--- config.mk ---
export PLATFORM = sky130hd
export DESIGN_NAME = mc_ctrl
export DESIGN_NICKNAME = d
export VERILOG_FILES = /design/src/rtl/mc_ctrl.sv
export SDC_FILE = /design/constraint.sdc
export NUM_CORES = 1
export LEC_CHECK = 0
export ABC_AREA = 1
export ABC_CLOCK_PERIOD_IN_PS = 4800
export CORE_AREA = 2 2 85 87
export DETAILED_ROUTE_END_ITERATION = 10
export DIE_AREA = 0 0 87 89
export PLACE_DENSITY = 0.66
export SYNTH_ARGS = -nofsm -noshare
export SYNTH_HDL_FRONTEND = slang
export SYNTH_SLANG_ARGS = --single-unit
--- constraint.sdc ---
create_clock -name clk -period 4.8 [get_ports clk]
set_input_delay 0.96 -clock clk [delete_from_list [all_inputs] [get_ports clk]]
set_output_delay 0.96 -clock clk [all_outputs]
set_load 0.005 [all_outputs]
--- src/rtl/mc_ctrl.sv ---
// Multi-cycle MIPS main controller: fetch/decode/execute/memory/write-back
// sequencing with a retired-instruction counter.
module mc_ctrl #(
   parameter int RETIRE_W = 32
) (
   input  logic                clk,
   input  logic                reset,
   input  logic [5:0]          opcode,
   input  logic [5:0]          funct,
   input  logic                zero,
   input  logic                mem_ready,
   output logic                pc_en,
   output logic [1:0]          pc_source,
   output logic                i_or_d,
   output logic                mem_read,
   output logic                mem_write,
   output logic                ir_write,
   output logic                reg_dst,
   output logic                mem_to_reg,
   output logic                reg_write,
   output logic                alu_src_a,
   output logic [1:0]          alu_src_b,
   output logic [1:0]          alu_op,
   output logic                ext_op,
   output logic                illegal,
   output logic [3:0]          state,
   output logic [RETIRE_W-1:0] retired
);

   typedef enum logic [3:0] {
      S_FETCH    = 4'd0,
      S_DECODE   = 4'd1,
      S_MEM_ADDR = 4'd2,
      S_MEM_RD   = 4'd3,
      S_MEM_WB   = 4'd4,
      S_MEM_WR   = 4'd5,
      S_R_EX     = 4'd6,
      S_R_WB     = 4'd7,
      S_BRANCH   = 4'd8,
      S_JUMP     = 4'd9,
      S_I_EX     = 4'd10,
      S_I_WB     = 4'd11
   } state_t;

   localparam logic [5:0] OP_R    = 6'b000000;
   localparam logic [5:0] OP_LW   = 6'b100011;
   localparam logic [5:0] OP_SW   = 6'b101011;
   localparam logic [5:0] OP_BEQ  = 6'b000100;
   localparam logic [5:0] OP_BNE  = 6'b000101;
   localparam logic [5:0] OP_J    = 6'b000010;
   localparam logic [5:0] OP_ADDI = 6'b001000;
   localparam logic [5:0] OP_ANDI = 6'b001100;
   localparam logic [5:0] OP_ORI  = 6'b001101;
   localparam logic [5:0] FN_JR   = 6'b001000;

   state_t cur;
   state_t nxt;
   logic   done;
   logic   sx;

   assign state = cur;

   always_comb begin
      sx = 1'b0;
      unique case (opcode)
         OP_LW, OP_SW, OP_BEQ, OP_BNE, OP_ADDI: sx = 1'b1;
         default: sx = 1'b0;
      endcase
   end

   always_comb begin
      pc_en      = 1'b0;
      pc_source  = 2'b00;
      i_or_d     = 1'b0;
      mem_read   = 1'b0;
      mem_write  = 1'b0;
      ir_write   = 1'b0;
      reg_dst    = 1'b0;
      mem_to_reg = 1'b0;
      reg_write  = 1'b0;
      alu_src_a  = 1'b0;
      alu_src_b  = 2'b00;
      alu_op     = 2'b00;
      ext_op     = sx;
      illegal    = 1'b0;
      nxt        = cur;
      done       = 1'b0;
      unique case (cur)
         S_FETCH: begin
            mem_read  = 1'b1;
            alu_src_b = 2'b01;
            ext_op    = 1'b1;
            if (mem_ready) begin
               ir_write = 1'b1;
               pc_en    = 1'b1;
               nxt      = S_DECODE;
            end
         end
         S_DECODE: begin
            alu_src_b = 2'b11;
            unique case (opcode)
               OP_R: begin
                  if (funct == FN_JR) begin
                     illegal = 1'b1;
                     nxt     = S_FETCH;
                  end else begin
                     nxt = S_R_EX;
                  end
               end
               OP_LW, OP_SW:             nxt = S_MEM_ADDR;
               OP_BEQ, OP_BNE:           nxt = S_BRANCH;
               OP_J:                     nxt = S_JUMP;
               OP_ADDI, OP_ANDI, OP_ORI: nxt = S_I_EX;
               default: begin
                  illegal = 1'b1;
                  nxt     = S_FETCH;
               end
            endcase
         end
         S_MEM_ADDR: begin
            alu_src_a = 1'b1;
            alu_src_b = 2'b10;
            nxt = (opcode == OP_SW) ? S_MEM_WR : S_MEM_RD;
         end
         S_MEM_RD: begin
            mem_read = 1'b1;
            i_or_d   = 1'b1;
            if (mem_ready) nxt = S_MEM_WB;
         end
         S_MEM_WB: begin
            reg_write  = 1'b1;
            mem_to_reg = 1'b1;
            nxt        = S_FETCH;
            done       = 1'b1;
         end
         S_MEM_WR: begin
            mem_write = 1'b1;
            i_or_d    = 1'b1;
            if (mem_ready) begin
               nxt  = S_FETCH;
               done = 1'b1;
            end
         end
         S_R_EX: begin
            alu_src_a = 1'b1;
            alu_op    = 2'b10;
            nxt       = S_R_WB;
         end
         S_R_WB: begin
            reg_write = 1'b1;
            reg_dst   = 1'b1;
            nxt       = S_FETCH;
            done      = 1'b1;
         end
         S_BRANCH: begin
            alu_src_a = 1'b1;
            alu_op    = 2'b01;
            pc_source = 2'b01;
            pc_en     = (opcode == OP_BNE) ? ~zero : zero;
            nxt       = S_FETCH;
            done      = 1'b1;
         end
         S_JUMP: begin
            pc_source = 2'b10;
            pc_en     = 1'b1;
            nxt       = S_FETCH;
            done      = 1'b1;
         end
         S_I_EX: begin
            alu_src_a = 1'b1;
            alu_src_b = 2'b10;
            alu_op    = (opcode == OP_ADDI) ? 2'b00 : 2'b11;
            nxt       = S_I_WB;
         end
         S_I_WB: begin
            reg_write = 1'b1;
            nxt       = S_FETCH;
            done      = 1'b1;
         end
         default: begin
            illegal = 1'b1;
            nxt     = S_FETCH;
         end
      endcase
      // Reset forces FETCH with every strobe but the fetch read held low
      if (reset) begin
         pc_en      = 1'b0;
         pc_source  = 2'b00;
         i_or_d     = 1'b0;
         mem_read   = 1'b1;
         mem_write  = 1'b0;
         ir_write   = 1'b0;
         reg_dst    = 1'b0;
         mem_to_reg = 1'b0;
         reg_write  = 1'b0;
         alu_src_a  = 1'b0;
         alu_src_b  = 2'b00;
         alu_op     = 2'b00;
         ext_op     = 1'b0;
         illegal    = 1'b0;
      end
   end

   always_ff @(posedge clk or posedge reset) begin
      if (reset) begin
         cur     <= S_FETCH;
         retired <= '0;
      end else begin
         cur <= nxt;
         if (done) retired <= retired + RETIRE_W'(1);
      end
   end

endmodule

==> flow_summary.ini <==
[run_status]
run_status = finished clean

[route]
final_ant_viol_nets = 0
via_density_per_instance = 5.00
vias = 2959
first_pass_iters = 5
drcViolationCount = 0
drt-initial-drc-count = 229
drt-total-wl_mm = 7.48
detail_route.wl_per_cell_um = 12.6

[clocking]
cts_max_path_buffers = 2
cts-root-buf = sky130_fd_sc_hd__clkbuf_8
tritoncts = done
cts-htree-levels = 2
clock_latency_ns = 0.30
numCtsBuffers = 5
post-cts-setup-buffer-count = 0
post_cts_resized = 0
post_cts_hold_buffer_count = 0
cts.reportedPaths.clkPinSlew_ns = 0.08
cts.sinks = 36

[sta]
timing_hold_violations_final = 0
finalMaxSlewViolations = 0
max_freq_mhz = 265
setup_viol_count_final = 0
layout_worst_path_cycle_share_pct = 78.6
slew_headroom_pct = 35.2
layout_min_cycle_time_ns = 3.77
final.setup.tns_ns = 0
rsz0062_at_grt = no
fin_skew_ns = 0.0106
worstMarginPinSlew_ns = 0.971

[synthesis]
synth_largest_type_area_fraction_pct = 33.8
synth_fp_nets = 460
synth_sequential_area_ratio_pct = 33.8
mean_area_per_synthesized_cell_um2 = 6.01
mappedNetlistArea_mm2 = 0.00266
yosys.area.top_type = sky130_fd_sc_hd__dfrtp_1
yosys.cell_types.count = 26
post_synth_main_area_contributors = sky130_fd_sc_hd__dfrtp_1, sky130_fd_sc_hd__nand2_1, sky130_fd_sc_hd__nor2_1
ys_warn_count = 0
postSynthRegisterBits = 36
netlist_instances = 443

[grt]
groute.usage.overall_pct = 20.8
via_count_of_the_first_global_routing_pass = 2755
grt_remaining_overflow = 0
number_of_antenna_violations_at_the_first_check_in_global_routing = 0
grt_pass1_wl_mm = 12.7
grt_max_degree = 42

[pwr]
power.density_mw_per_mm2 = 310
cellLeakagePower_nw = 1.57
max-vdd-ir-drop_mv = 0.133
fin_total_pwr_mw = 1.08

[layout]
diodes = 0
syn_to_final_growth_pct = 31.5
fin_area_mm2 = 0.00350
fillerInstances = 678
multi_input_area_mm2 = 0.00150
final_layout_size_suffix_gt1_share_pct = 3.71
finish.net_count = 528
seqCellArea_um2 = 901

[floorplanning]
floorplan.rows = 30
floorplan.initialDensity_pct = 39.6
core-area_mm2 = 0.00672
floorplan.die.width_um = 87
fp.dieArea_mm2 = 0.00774
die_h_um = 89
floorplan.io_pins = 69

[job]
max_cap_violations = 0

[worst_setup_path]
reg2reg_slack_ns = 2.72
worst_r2r_endpoint = retired[17]
crit_arrival_ns = 2.81
crit_path_max_incr_delay_ns = 0.52
critical_path.endpoint = pc_en
worstSetupPathType = primary input to output pin
cp_cell_sequence = clkdlybuf4s50_1 -> nor2_1 -> inv_1 -> nor2_1 -> nand2_1 -> nand2_1 -> nand3_1 -> a21oi_1 -> clkdlybuf4s50_1
setup.worst_path.start_class = primary input
cp_max_fo = 5
r2r-start = state[2]
cp_data_required_time_ns = 3.84
worst_r2r_path_depth = 7
setup.worst_path.start = opcode[5]
kind_of_end_point_of_the_critical_path = output pin
critPathSlowestCell = sky130_fd_sc_hd__clkdlybuf4s50_1

[placement]
globalplace.congestion = 0.922
placed_cell_area_mm2 = 0.00339
dp_hpwl_mm = 5.64
count_of_port_buffers_added_during_placement = 68

[min_path]
min_path_type = register to register
-- placed cells by master (no fill, tap or decap), drive strengths merged --
cell type | Yosys | final
clkdlybuf4s50 | 0 | 68
o21a | 1 | 1
inv | 53 | 53
ha | 1 | 1
nand3 | 28 | 28
nand3b | 11 | 11
dfrtp | 36 | 36
o21ai | 17 | 17
clkinv | 0 | 1
clkinvlp | 0 | 1
nor3 | 3 | 3
buf | 6 | 1
clkbuf | 2 | 5
xor2 | 2 | 2
nand2 | 181 | 181
nor4 | 1 | 1
a21oi | 11 | 11
bufinv | 0 | 1
o22ai | 1 | 1
nand4 | 9 | 9
nor2 | 79 | 79
o2111ai | 1 | 1
-- synth_stat cells, drive strengths merged --
master	number
xor2	2
nor4	1
nand3b	11
o22ai	1
nor3	3
nor2	79
ha	1
nand2	181
o21ai	17
o21a	1
nand4	9
o2111ai	1
dfrtp	36
a21oi	11
buf	6
inv	53
nand3	28
clkbuf	2
-- worst min path at each step --
stage | to | slack [ns] | startpoint | cells after the start
after floorplan | retired[11] | 0.51 | retired[11] | 2
after global placement | retired[31] | 0.51 | retired[31] | 2
after detailed placement | retired[31] | 0.53 | retired[31] | 2
after CTS | retired[31] | 0.55 | retired[31] | 2
after global routing | retired[29] | 0.60 | retired[29] | 2
final | retired[31] | 0.54 | retired[31] | 2
-- through the flow --
step / hold slack, ns / utilization, % / worst slack, ns / cells
3_5_place_dp: 0.528 / 50.4 / 1.03 / 584
3_3_place_gp: 0.511 / 50.4 / 1.07 / 584
6_report: 0.538 / 52.1 / 1.03 / 592
5_1_grt: 0.602 / 52.1 / 0.829 / 592
2_1_floorplan: 0.513 / - / 1.70 / 443
4_1_cts: 0.550 / 52.1 / 1.02 / 592
-- cell type report --
type | instances | share of cell area [%]
multi-input cells | 346 | 42.9
repair buffers | 69 | 19.7
inverters | 53 | 5.68
clock inverters | 3 | 1.22
well taps | 80 | 2.86
flip-flops and latches | 36 | 25.7
clock buffers | 5 | 1.97
-- registers in the layout, indices dropped and copies added (netlist names) --
name     cells
state        4
retired     32
-- worst max-delay path, delay by kind of cell --
kind	cells	cell delay (ns)
buffers and inverters	3	1.02
and+or+nand+nor	5	0.68
AOI/OAI and AO/OA	1	0.14
-- routing by layer --
| layer | vias up | part of all wire [%] | GRT usage (%) |
|---|---|---|---|
| met5 | - | 0 | 0 |
| met4 | 0 | 2.4 | 7.81 |
| met3 | 13 | 4.2 | 3.14 |
| met2 | 93 | 43 | 31.7 |
| met1 | 1336 | 50 | 29.7 |
| li1 | 1517 | - | - |
-- power breakdown --
part           internal, mW  switching [mW]
clock                 0.154           0.123
combinational         0.180           0.255
sequential            0.332          0.0408
-- cell families after synthesis --
logic type | Yosys count | synth area share, %
XOR/XNOR | 2 | 0.658
buffers and inverters | 61 | 9.77
AND/OR/NAND/NOR | 312 | 49.2
AO/OA/AOI/OAI | 31 | 6.11
adder cells (fa/ha/maj) | 1 | 0.470
flip-flops | 36 | 33.8
Note: power is estimated with default switching activity, not from simulation.
